--- src/rtl/cpu_types_pkg.sv ---
// cpu_types_pkg: address field layout and widths for the instruction cache.
`default_nettype none

package cpu_types_pkg;

  localparam int ITAG_W = 26;
  localparam int IIDX_W = 4;

  typedef struct packed {
    logic [ITAG_W-1:0] tag;
    logic [IIDX_W-1:0] idx;
    logic [1:0]        bytoff;
  } icachef_t;

endpackage

`default_nettype wire

--- src/rtl/icache.sv ---
// icache: direct-mapped, read-only instruction cache with single-word miss fill.
// Rev 1.0 - initial release.
`default_nettype none

module icache
  import cpu_types_pkg::*;
#(
  parameter int SETS = 16
) (
  input  logic        CLK,
  input  logic        nRST,
  input  logic        imemREN,
  input  logic [31:0] imemaddr,
  input  logic        halt,
  output logic        ihit,
  output logic [31:0] imemload,
  output logic        iREN,
  output logic [31:0] iaddr,
  input  logic        iwait,
  input  logic [31:0] iload
);

  typedef enum logic [0:0] {
    IDLE = 1'b0,
    MISS = 1'b1
  } icache_state_t;

  icache_state_t state_q, state_d;

  logic              valid_q [SETS];
  logic [ITAG_W-1:0] tag_q   [SETS];
  logic [31:0]       data_q  [SETS];

  icachef_t addr;
  logic     hit;
  logic     fill;
  logic     unused_bytoff;

  assign addr          = icachef_t'(imemaddr);
  assign unused_bytoff = ^addr.bytoff;
  assign hit           = imemREN & valid_q[addr.idx] & (tag_q[addr.idx] == addr.tag);
  // A completing read always fills, even when the request is being withdrawn.
  assign fill          = (state_q == MISS) & ~iwait;

  always_ff @(posedge CLK or negedge nRST) begin
    if (!nRST) begin
      for (int i = 0; i < SETS; i++) begin
        valid_q[i] <= 1'b0;
        tag_q[i]   <= '0;
        data_q[i]  <= '0;
      end
    end else if (fill) begin
      valid_q[addr.idx] <= 1'b1;
      tag_q[addr.idx]   <= addr.tag;
      data_q[addr.idx]  <= iload;
    end
  end

  always_ff @(posedge CLK or negedge nRST) begin
    if (!nRST) begin
      state_q <= IDLE;
    end else begin
      state_q <= state_d;
    end
  end

  always_comb begin
    state_d = state_q;
    case (state_q)
      IDLE: begin
        if (imemREN && !hit && !halt) begin
          state_d = MISS;
        end
      end
      MISS: begin
        if (!iwait || !imemREN || halt) begin
          state_d = IDLE;
        end
      end
      default: state_d = IDLE;
    endcase
  end

  always_comb begin
    ihit     = 1'b0;
    imemload = '0;
    iREN     = 1'b0;
    iaddr    = imemaddr;
    case (state_q)
      IDLE: begin
        ihit     = hit;
        imemload = hit ? data_q[addr.idx] : '0;
      end
      MISS: begin
        iREN = 1'b1;
      end
      default: ;
    endcase
  end

endmodule

`default_nettype wire

--- config.mk ---
export PLATFORM = sky130hd
export DESIGN_NAME = icache
export DESIGN_NICKNAME = d
export VERILOG_FILES = /design/src/rtl/cpu_types_pkg.sv /design/src/rtl/icache.sv
export SDC_FILE = /design/constraint.sdc
export NUM_CORES = 1
export LEC_CHECK = 0
export CORE_ASPECT_RATIO = 1.1
export CORE_UTILIZATION = 56
export DETAILED_ROUTE_END_ITERATION = 16
export GPL_ROUTABILITY_DRIVEN = 0
export PLACE_DENSITY = 0.87
export REMOVE_ABC_BUFFERS = 1
export SKIP_CTS_REPAIR_TIMING = 1
export SYNTH_ARGS = -nofsm -noshare
export SYNTH_HDL_FRONTEND = slang
export SYNTH_SLANG_ARGS = --single-unit
export TNS_END_PERCENT = 100
--- constraint.sdc ---
create_clock -name CLK -period 3.1 [get_ports CLK]
set_clock_uncertainty 0.2 [all_clocks]
set_input_delay 0.31 -clock CLK [delete_from_list [all_inputs] [get_ports CLK]]
set_output_delay 0.31 -clock CLK [all_outputs]
set_load 0.05 [all_outputs]
# Word-level counts from Yosys, hierarchy flattened
# Index checks and enable logic that the tools add are counted.
classes:
  addsub: 0
  multipliers: 0
  n_div: 0
  magnitude_cmp: 2
  eq_ne: 1
  shift: 0
  n_mux: 24
  n_bitwise: 7
  reduce_logical: 9
ops:
  columns: ["cell", "n"]
  rows:
  - ["$bwmux 512", 1]
  - ["$bwmux 416", 1]
  - ["$mux 32", 5]
  - ["$bmux 32 s4", 1]
  - ["$demux 32 s4", 1]
  - ["$bmux 26 s4", 1]
  - ["$demux 26 s4", 1]
  - ["$mux 26", 3]
  - ["$eq 26x26->1", 1]
  - ["$or 16x16->16", 1]
  - ["$mux 1", 7]
  - ["$ge 5x5->1 const B", 1]
  - ["$lt 5x1->1 const B", 1]
  - ["$not 4->5", 1]
  - ["$bmux 1 s4", 1]
  - ["$demux 1 s4", 1]
  - ["$logic_not 1->1", 4]
  - ["$and 1x1->1", 3]
  - ["$logic_and 1x1->1", 3]
  - ["$logic_or 1x1->1", 2]
  - ["$not 1->1", 2]
  - ["$pmux 1 s2", 1]
totals:
  reg_bits: 945
  latchBits: 0
  mem_bits_rw: 0
  mem_bits_ro: 0
  out_inout_bits: 66
  n_memories: 0

# Longest topological paths before layout
depth:
  depth_word: 11
  depth_mapped: 13

# Worst setup path after synthesis
# OpenSTA, ideal clock, no wires.
synth_path:
  path_type: "input-to-output"
  start: "in imemaddr[2]"
  end: "out imemload[0]"
  arrival_ns: 3.077
  t_required_ns: 2.590
  path_slack_ns: -0.487
  cell_stages: 9
  n_path_buf: 6
  cell_sequence: "buf_4 buf_6 buf_2 buf_2 clkbuf_1 buf_2 mux4_2 mux4_2 and3_1"
synth_via:
  elab_chain_len: 8
  elab_cells_between_ends: 15
  classes_between: "eq/ne (1); mux (11); bitwise (3)"
synth_rtl:
  columns: ["item", "line", "source"]
  rows:
  - ["from (decl)", "icache.sv:13", "input logic [31:0] imemaddr,"]
  - ["$not 4->5 (implied by the code) (*)", "icache.sv:41, icache.sv:92", null]
  - ["$bmux 26 s4 or $bmux 1 s4 (tied branches)", "icache.sv:41", "assign hit = imemREN & valid_q[addr.idx] & (tag_q[addr.idx] == addr.tag);"]
  - ["$mux 26 (implied by the code) or $mux 1 (tied branches) (2 in a row)", "icache.sv:41", null]
  - ["$eq 26x26->1 or $and 1x1->1 (tied branches)", "icache.sv:41", null]
  - ["$and 1x1->1", "icache.sv:41", null]
  - ["$mux 32 (*)", "icache.sv:92", "imemload = hit ? data_q[addr.idx] : '0;"]
  - ["$mux 32 (*)", "icache.sv:89", "case (state_q)"]
  - ["to (decl)", "icache.sv:16", "output logic [31:0] imemload,"]
# Mark *: on every way between the ends. The rest lies on a longest branch, timed or not. The select of a mux whose other input is x is not followed.

# Worst setup path after layout
layout_path:
  start: "reg tag_q[228] (netlist name)"
  end: "out imemload[19]"
layout_via:
  elab_chain_len: 7
layout_rtl:
  columns: ["item", "line", "source"]
  rows:
  - ["from (decl)", "icache.sv:31", "logic [ITAG_W-1:0] tag_q [SETS];"]
  - ["from (signal, indexed assignment)", "icache.sv:54", "tag_q[addr.idx] <= addr.tag;"]
  - ["$bmux 26 s4", "icache.sv:41", null]
  - ["$mux 26 (implied by the code) (2 in a row)", "icache.sv:41", null]
  - ["$eq 26x26->1", "icache.sv:41", null]
  - ["$and 1x1->1", "icache.sv:41", null]
  - ["$mux 32", "icache.sv:92", null]
  - ["$mux 32", "icache.sv:89", null]
# Every way passes these cells. The select of a mux whose other input is x is not followed.

==> impl_metrics.csv <==
group,metric,value,unit
timing,worst_pin_slew,0.816,ns
worst_setup_path,reg2reg_from,"tag_q[228]",
yosys,synthDistinctLibCells,53,
worst_setup_path,worstSetupStartpointType,"flop",
timing,finalCritPeriodShare,1.33,
status,violations,"setup timing",
grt,antenna_found_initial,8,
drt,drc_errors,0,
worst_setup_path,ff2ff_path_depth,10,
worst_setup_path,cp_slowest_cell,"mux4_2",
yosys,ys_ff_latch,945,
flow_run,cap_violations,0,
timing,rsz0062_at_grt,"true",
final_layout,nNetsFinal,3055,
drt,postRouteAntennaNets,0,
grt,use_met3,0.0629,
final_layout,area_delta_synth_final,17.4,%
grt,grt_most_used_layer,"met2",
placed_design,placed_cell_area,47300,sq um
timing,setup_ws,-1.03,ns
worst_setup_path,critical_path_peak_fanout,7,
die,ios,135,
pwr,powerDensity,598,nW/um^2
yosys,seq_area_frac_synth,0.548,
yosys,synth.avg_cell_area,15.4,sq um
cts,htreeDepth,3,
die,dieArea,78200,sq um
grt,use_met2,0.490,
yosys,yosys_most_used_dff,"dfrtp_1",
yosys,async_flop_share,1.00,
yosys,synth_edf_count,0,
grt,met1_usage,0.374,
pwr,leakagePower,23.9,nW
worst_setup_path,critPathLaunch,"tag_q[228]",
worst_setup_path,r2r_end,"state_q",
drt,vias,26406,
grt,grt_overflow,0,
grt,groute.usage.overall,0.295,
die,num_rows,106,
cts,cts_tree,"done",
worst_setup_path,cp.required,2.59,ns
yosys,synthesis.area,43200,sq um
cts,cts_buffers,91,
yosys,synth_common_cells,"dfrtp_1, mux2_2, mux4_2",
yosys,synth_warnings,0,
drt,first_pass_iters,7,
cts,clk_latency,0.65,ns
cts,cts_root_buffer,"clkbuf_16",
yosys,synth.most_common_cell,"dfrtp_1",
worst_setup_path,max_stage_delay,0.51,ns
status,status,"complete, but fails checks",
worst_setup_path,crit_top_cell,"buf_12",
worst_setup_path,path_class,"reg -> out",
placed_design,hpwlAfterDp,67.5,mm
cts,cts.clk_slew.worst_paths,0.06,ns
worst_setup_path,path_cells,"mux4_2, mux2_2, nand3_2, nand4_1, a2111oi_4, buf_4, and4_4, buf_12, buf_12, and3_1, buf_12",
worst_setup_path,rrSetupSlack,0.18,ns
die,start_util,0.567,
timing,whs,0.0439,ns
worst_setup_path,cp-end-kind,"primary output",
die,die_w,267,microns
yosys,yosysTopAreaCell,"dfrtp_1",
timing,slew_headroom,0.456,
yosys,ys_top_cells_by_area,"dfrtp_1, mux2_2, mux4_2, o21ai_0, mux2i_1",
die,fp.dieH,293,microns
cts,cts.path.max_buffers,3,
grt,grt_pass1_vias,29107,
placed_design,io_buffers,130,
cts,clock_sinks,945,
yosys,synthCells,2809,
timing,finalSetupViolCount,33,
final_layout,finalInstanceArea,50700,sq um
grt,grt_pass1_wl,174,mm
timing,hold_viol,0,
die,core,76100,sq um
yosys,synth_top_area_frac,0.548,
drt,wirelength,114,mm
final_layout,drive_gt1_frac,0.517,
timing,fin_crit,4.13,ns
drt,wire_per_inst,27.9,microns
timing,timing.fmax,0.242,GHz
grt,grt_start_max_net_pins,105,
drt,viasPerCell,6.47,
worst_setup_path,cp.arrival,3.62,ns
pwr,irDropWorstVdd,0.448,mV
min_path,hp-class,"in -> async",
timing,finalMaxSlewViolations,0,
drt,drt_iter0_markers,2301,
[where the power goes]
part           internal, mW  total, mW  leakage, nW  switching, mW
combinational          2.39       4.21         9.73           1.82
sequential             13.9       14.8         12.6          0.873
clock                  6.55       11.4         1.50           4.81
total                  22.8       30.3         23.9           7.50
[sequential cells by signal, indices dropped and copies added (netlist names)]
register,count
data_q,512
tag_q,416
valid_q,16
state_q,1
[metrics by stage]
| stage | total power [mW] | std cells | TNS (ns) | worst slack [ns] | utilization |
|---|---|---|---|---|---|
| 2_1_floorplan | 17.1 | 2517 | -452.95 | -2.67 | - |
| 3_3_place_gp | 18.6 | 3911 | -22.65 | -0.699 | 0.621 |
| 3_5_place_dp | 19.0 | 3911 | -24.50 | -0.762 | 0.621 |
| 4_1_cts | 30.3 | 4074 | -41.01 | -1.27 | 0.661 |
| 5_1_grt | 31.3 | 4083 | -33.44 | -1.05 | 0.666 |
| 6_report | 30.3 | 4083 | -32.96 | -1.03 | 0.666 |
[critical path, delay by kind of cell, from the launching register on]
| kind | cells | cell delay [ns] |
|---|---|---|
| flip-flops | 1 | 0.38 |
| AND/OR/NAND/NOR | 4 | 0.71 |
| multiplexers | 2 | 0.80 |
| buffers and inverters | 4 | 0.68 |
| AO/OA/AOI/OAI | 1 | 0.39 |
[placed cells by master, fill, tap and decap left out, types with 5 or more instances in the layout]
cell type / count
dfrtp_1: 945
mux2_2: 828
mux4_2: 264
buf_4: 182
nand2_1: 120
o21ai_0: 109
clkbuf_16: 96
buf_12: 94
clkdlybuf4s50_1: 91
mux2i_1: 52
and3_4: 26
clkinv_2: 19
xor2_1: 18
nand2b_1: 17
clkbuf_1: 17
clkbuf_8: 15
nor2_1: 12
nand2_4: 12
xnor2_1: 10
bufinv_16: 8
nand3_1: 7
inv_1: 6
nor3_1: 6
and3_1: 6
nor2b_1: 5
a22oi_1: 5
a31oi_1: 5
inv_6: 5
buf_8: 5
[worst max path at each step]
stage	slack [ns]	endpoint	cells after the start
floorplan	-2.67	data_q[128]	3
global placement	-0.70	imemload[21]	11
detailed placement	-0.76	imemload[2]	13
CTS	-1.27	imemload[6]	9
global route	-1.05	imemload[10]	11
finish	-1.03	imemload[19]	11
[per-layer routing]
metal / wire length (microns) / vias to the layer above / share of wire
met4: 5020 / 12 / 0.044
met1: 42700 / 14135 / 0.37
met2: 57700 / 1201 / 0.51
met3: 8580 / 364 / 0.075
met5: 78 / - / 0.00068
li1: - / 10694 / -
[kinds of logic after synthesis]
group	after synthesis	synth area share
mux	1144	0.366
compound gates	151	0.0203
xor+xnor	30	0.00609
simple gates	236	0.0255
flops	945	0.548
buf+inv	303	0.0343
[area by class of cell]
class / count / area, sq um
Fill cell: 4799 / 25500
Tap cell: 1026 / 1280
Antenna cell: 1 / 2.50
Multi-Input combinational cell: 1561 / 18300
Clock buffer: 125 / 2600
Timing Repair Buffer: 376 / 4320
Clock inverter: 38 / 439
Sequential cell: 945 / 23600
Inverter: 11 / 43.8
Power figures use the tool's default switching activity.
==> patch 1 (config.mk and constraints unchanged) <==
Change the package constant `IIDX_W` from 4 to 5.
--- a/src/rtl/cpu_types_pkg.sv
+++ b/src/rtl/cpu_types_pkg.sv
@@ -4,7 +4,7 @@
 package cpu_types_pkg;
 
   localparam int ITAG_W = 26;
-  localparam int IIDX_W = 4;
+  localparam int IIDX_W = 5;
 
   typedef struct packed {
     logic [ITAG_W-1:0] tag;
Check against the original RTL: not equivalent (Yosys sat finds a counterexample within 4 cycles, from zero or initial values and one cycle with nRST low).
==> patch 1 against the unedited design <==
  * The flow still finishes with violations (negative setup slack)
  * Area after synthesis down 1.3%
  * Critical endpoint is now imemload[31]
  * Worst setup slack gained 0.054 ns
  * Design area decreased by 2.0%
  * Power is 8.4% lower
  * Sequential cell count fell by 16
  * Wire length shrank 5.4%
  * Register-to-register slack lost 0.15 ns
==> patch 1: results (changes against the unedited design) <==
metric,value,unit,change
yosys.cell_types.count,51,,-3.8%
critical-path-slowest-cell,mux4_1,,
p_int,0.0213,W,-6.9%
first_global_vias,27800,,-4.6%
hpwl,66000,um,-2.2%
slew_headroom,0.390,,-0.0655
yosys-top-cells-count,"dfrtp_1 (929), mux2_2 (881), mux4_2 (252)",,
drive_above_1_share,0.548,,+0.0308
syn-instance-count,2690,,-4.2%
antenna_found_initial,6,,-2
timing.setup.tns,-30.87,ns,+2.09 ns
reg2reg_depth,8,,-2
num-fill-cells,4711,,-1.8%
vias,25000,,-5.3%
dr.first_iter.drc_count,1921,,-17%
setup_viol,33,,unchanged
ys_seq_area_frac,0.546,,-0.00208
first_pass_iters,5,,-2
dp.cells,3728,,-4.7%
grt_pass1_wl,169000,um,-3.0%
track_usage,0.288,,-0.00703
cts_buffers,89,,-2.2%
rrSetupSlack,0.03,ns,-0.15 ns
setup.worst_path.end,imemload[31],,
reg.largest.list,"data_q x512, tag_q x400, valid_q x16",,
ys_top_cells_by_area,"dfrtp_1 (55%), mux2_2 (23%), mux4_2 (13%)",,
leakage,23.7,nW,-0.64%
clkTransAtPathRegs,0.06,ns,about the same
peakVddDrop,0.384,mV,-14%
worstPathArrival,3.57,ns,-0.05 ns
wire_per_inst,27.7,um,-0.72%
violations,negative setup slack,,
nNetsFinal,2926,,-4.2%
layout.cells.non_filler,3891,,-4.7%
dpl_cell_area,46500,um^2,-1.7%
rr_startpoint,tag_q[230],,
critical_path_peak_fanout,11,,+4
status,"finished, violations left",,
setup_slack,-0.978,ns,+0.0544 ns
grt_max_degree,93,,-11%
## patch 1: cell types whose count changed after synthesis, moves of 8 or more
cell,unedited run,this run
and3_1,32,0
buf_1,19,8
buf_2,97,84
clkbuf_1,128,136
dfrtp_1,945,929
mux2_2,828,881
mux4_2,264,252
nand2_1,132,60
nor2b_1,5,30
o21ai_0,109,49
xnor2_1,12,20
## patch 1: cell type report
type | count | area share
antenna | 2 | 0.000101
clock buffer | 143 | 0.0564
clock inverter | 17 | 0.00451
inverter | 9 | 0.000680
multi-input combinational | 1472 | 0.365
sequential | 929 | 0.468
tap | 963 | 0.0243
timing repair buffer | 356 | 0.0809
## patch 1: metal layers
layer	GRT usage	part of all wire	vias up
li1	-	-	10200
met1	0.375	0.39	13500
met2	0.482	0.51	997
met3	0.0522	0.068	278
met4	0.114	0.037	6
met5	0	0.00034	-
## patch 1: critical path, delay by kind of cell, from the launching register on
| kind | cells | cell delay, ns |
|---|---|---|
| multiplexers | 2 | 1.00 |
| AND/OR/NAND/NOR | 2 | 0.53 |
| AO/OA/AOI/OAI | 2 | 0.46 |
| flip-flops | 1 | 0.39 |
| buffers and inverters | 2 | 0.35 |
| XOR/XNOR | 1 | 0.19 |
## patch 1: stage by stage
step                      worst slack [ns]  utilization
after floorplan                      -4.52            -
after global placement              -0.672        0.621
after detailed placement            -0.717        0.621
after CTS                            -1.06        0.661
after global routing                 -1.03        0.663
final                               -0.978        0.663
## patch 1: worst min-delay path by stage
stage	from	end	slack (ns)	cells after the start
2_1_floorplan	nRST	data_q[0]	-0.19	0
3_3_place_gp	nRST	tag_q[108]	0.18	1
3_5_place_dp	nRST	tag_q[316]	0.19	1
4_1_cts	nRST	tag_q[396]	-0.49	1
5_1_grt	nRST	data_q[149]	0.16	2
6_report	nRST	tag_q[108]	0.13	2
## patch 1: power groups by stage
stage	registers (W)	logic [W]	clock network, W
6_report	0.0136	0.00301	0.0112
5_1_grt	0.0137	0.00322	0.0118
4_1_cts	0.0136	0.00302	0.0113
3_5_place_dp	0.0138	0.00298	0
3_3_place_gp	0.0136	0.00284	0
2_1_floorplan	0.0136	0.00162	0
## patch 1: cell families after synthesis
logic type,count (synthesis),synth area share
AO/OA/AOI/OAI,91,0.0139
buffers and inverters,289,0.0333
AND/OR/NAND/NOR,158,0.0195
multiplexers,1187,0.380
XOR/XNOR,36,0.00740
flip-flops,929,0.546
==> patch 2 (same flow settings) <==
Without the edit above. Make the reset (`nRST`) synchronous in 2 clocked blocks.
--- a/src/rtl/icache.sv
+++ b/src/rtl/icache.sv
@@ -42,7 +42,7 @@
   // A completing read always fills, even when the request is being withdrawn.
   assign fill          = (state_q == MISS) & ~iwait;
 
-  always_ff @(posedge CLK or negedge nRST) begin
+  always_ff @(posedge CLK) begin
     if (!nRST) begin
       for (int i = 0; i < SETS; i++) begin
         valid_q[i] <= 1'b0;
@@ -56,7 +56,7 @@
     end
   end
 
-  always_ff @(posedge CLK or negedge nRST) begin
+  always_ff @(posedge CLK) begin
     if (!nRST) begin
       state_q <= IDLE;
     end else begin
Behaviour: not the same (a bounded check fails within 4 cycles, from zero or initial values and one cycle with nRST low; the reset may be asserted at any time).
==> patch 2 against the unedited design <==
  * The run still ends with negative setup slack left
  * First-iteration DRC count increased by 64%
  * Worst setup slack improved by 0.050 ns
  * Sequential cell count did not move
  * Via count is 1.4% higher
  * Wire length up 6.4%
  * Power shrank 7.0%
  * Design area down 0.12%
  * Area after synthesis rose by 0.49%
  * Highest routed layer unchanged
==> patch 2: results (changes against the unedited design) <==
metric,value,unit,change
status,"finished, violations left",,
violations,negative setup slack,,
dr_wl_met2,60200,um,+4.3%
grt_util_met1,0.386,,+0.0112
num-fill-cells,4766,,-0.69%
reg.largest.list,"data_q x512, tag_q x416, valid_q x16",,
first_pass_iters,6,,-1
cts_buffers,92,,+1.1%
viasPerCell,6.65,,+2.8%
rrSetupSlack,0.11,ns,-0.07 ns
dr.first_iter.drc_count,3770,,+64%
wl_met1,39100,um,-8.5%
mostFrequentLayoutCell,edfxtp_1,,
vias,26800,,+1.4%
first_global_vias,28300,,-2.9%
syn_avg_cell_area,15.6,um^2,+1.8%
holdPathEnd,state_q,,
grt_pass1_wl,179000,um,+2.6%
setup_viol,33,,unchanged
leakage,18.1,nW,-24%
dpl_cell_area,47500,um^2,+0.45%
drive_above_1_share,0.254,,-0.263
synthArstFlopShare,0,,-1.00
nNetsFinal,3000,,-1.8%
slew_headroom,0.293,,-0.163
clkPwrFrac,0.394,,+0.020
hold_slack,0.0165,ns,-0.0274 ns
yosys-top-cells-count,"edfxtp_1 (928), and2_1 (736), mux4_2 (243)",,
hpwl,69400,um,+2.8%
grt_max_degree,57,,-46%
setup_slack,-0.982,ns,+0.0503 ns
grtUsageMet2,0.523,,+0.0338
dp_slack,-0.772,ns,-0.00941 ns
dp.cells,3863,,-1.2%
met3_usage,0.0700,,+0.00702
worstPathArrival,3.57,ns,-0.05 ns
wire_per_inst,30.1,um,+7.9%
rr_startpoint,tag_q[12][11],,
reg2reg_to,state_q,,
wl_met3,15600,um,+82%
timing.setup.tns,-31.13,ns,+1.83 ns
peakVddDrop,0.442,mV,-1.3%
hold_path.class,input pin to flip-flop,,
yosys.cell_types.count,65,,+23%
reg2reg_depth,8,,-2
synth_edf_count,928,,+928
critical_path_peak_fanout,21,,+14
## patch 2: cell count changes after synthesis, sizes merged, moves of 17 or more
cell and delta:
and3 -30, mux4 -17, nor4 +47, nor2b +31, mux2 -806, o21ai -91, buf -70, dfrtp -945
dfxtp +17, clkbuf +95, and2 +732, edfxtp +928, nor3 +143, nand2 -120
## patch 2: layout make-up
| cell class | count | area, um^2 | area share |
|---|---|---|---|
| Sequential cell | 945 | 28200 | 0.557 |
| Multi-Input combinational cell | 1495 | 14100 | 0.279 |
| Timing Repair Buffer | 381 | 4020 | 0.0795 |
| Clock buffer | 118 | 2480 | 0.0490 |
| Tap cell | 1026 | 1280 | 0.0254 |
| Clock inverter | 44 | 444 | 0.00878 |
| Inverter | 16 | 61.3 | 0.00121 |
| Antenna cell | 3 | 7.51 | 0.000148 |
## patch 2: critical path: stages, from the launching register on
cell,delay (ns)
edfxtp_1,0.40
mux4_2,0.49
mux2i_2,0.23
xnor2_2,0.13
or4_4,0.58
a211oi_4,0.30
nand4_4,0.18
buf_12,0.21
nor2b_2,0.20
buf_12,0.15
## patch 2: power groups by stage
stage	Combinational (W)	Clock, W	Sequential (W)
6_report	0.00246	0.0111	0.0146
5_1_grt	0.00253	0.0116	0.0147
4_1_cts	0.00240	0.0111	0.0146
3_5_place_dp	0.00237	0	0.0149
3_3_place_gp	0.00231	0	0.0148
2_1_floorplan	0.00101	0	0.0149
## patch 2: logic make-up (layout without fill, tap and decap cells)
logic type / after synthesis / in the layout / share of synthesized area
xor+xnor: 28 / 28 / 0.00565
flops: 945 / 945 / 0.650
buf+inv: 333 / 559 / 0.0351
simple gates: 1041 / 1041 / 0.144
other cells: 0 / 3 / 0
compound gates: 102 / 102 / 0.0175
mux: 324 / 324 / 0.147
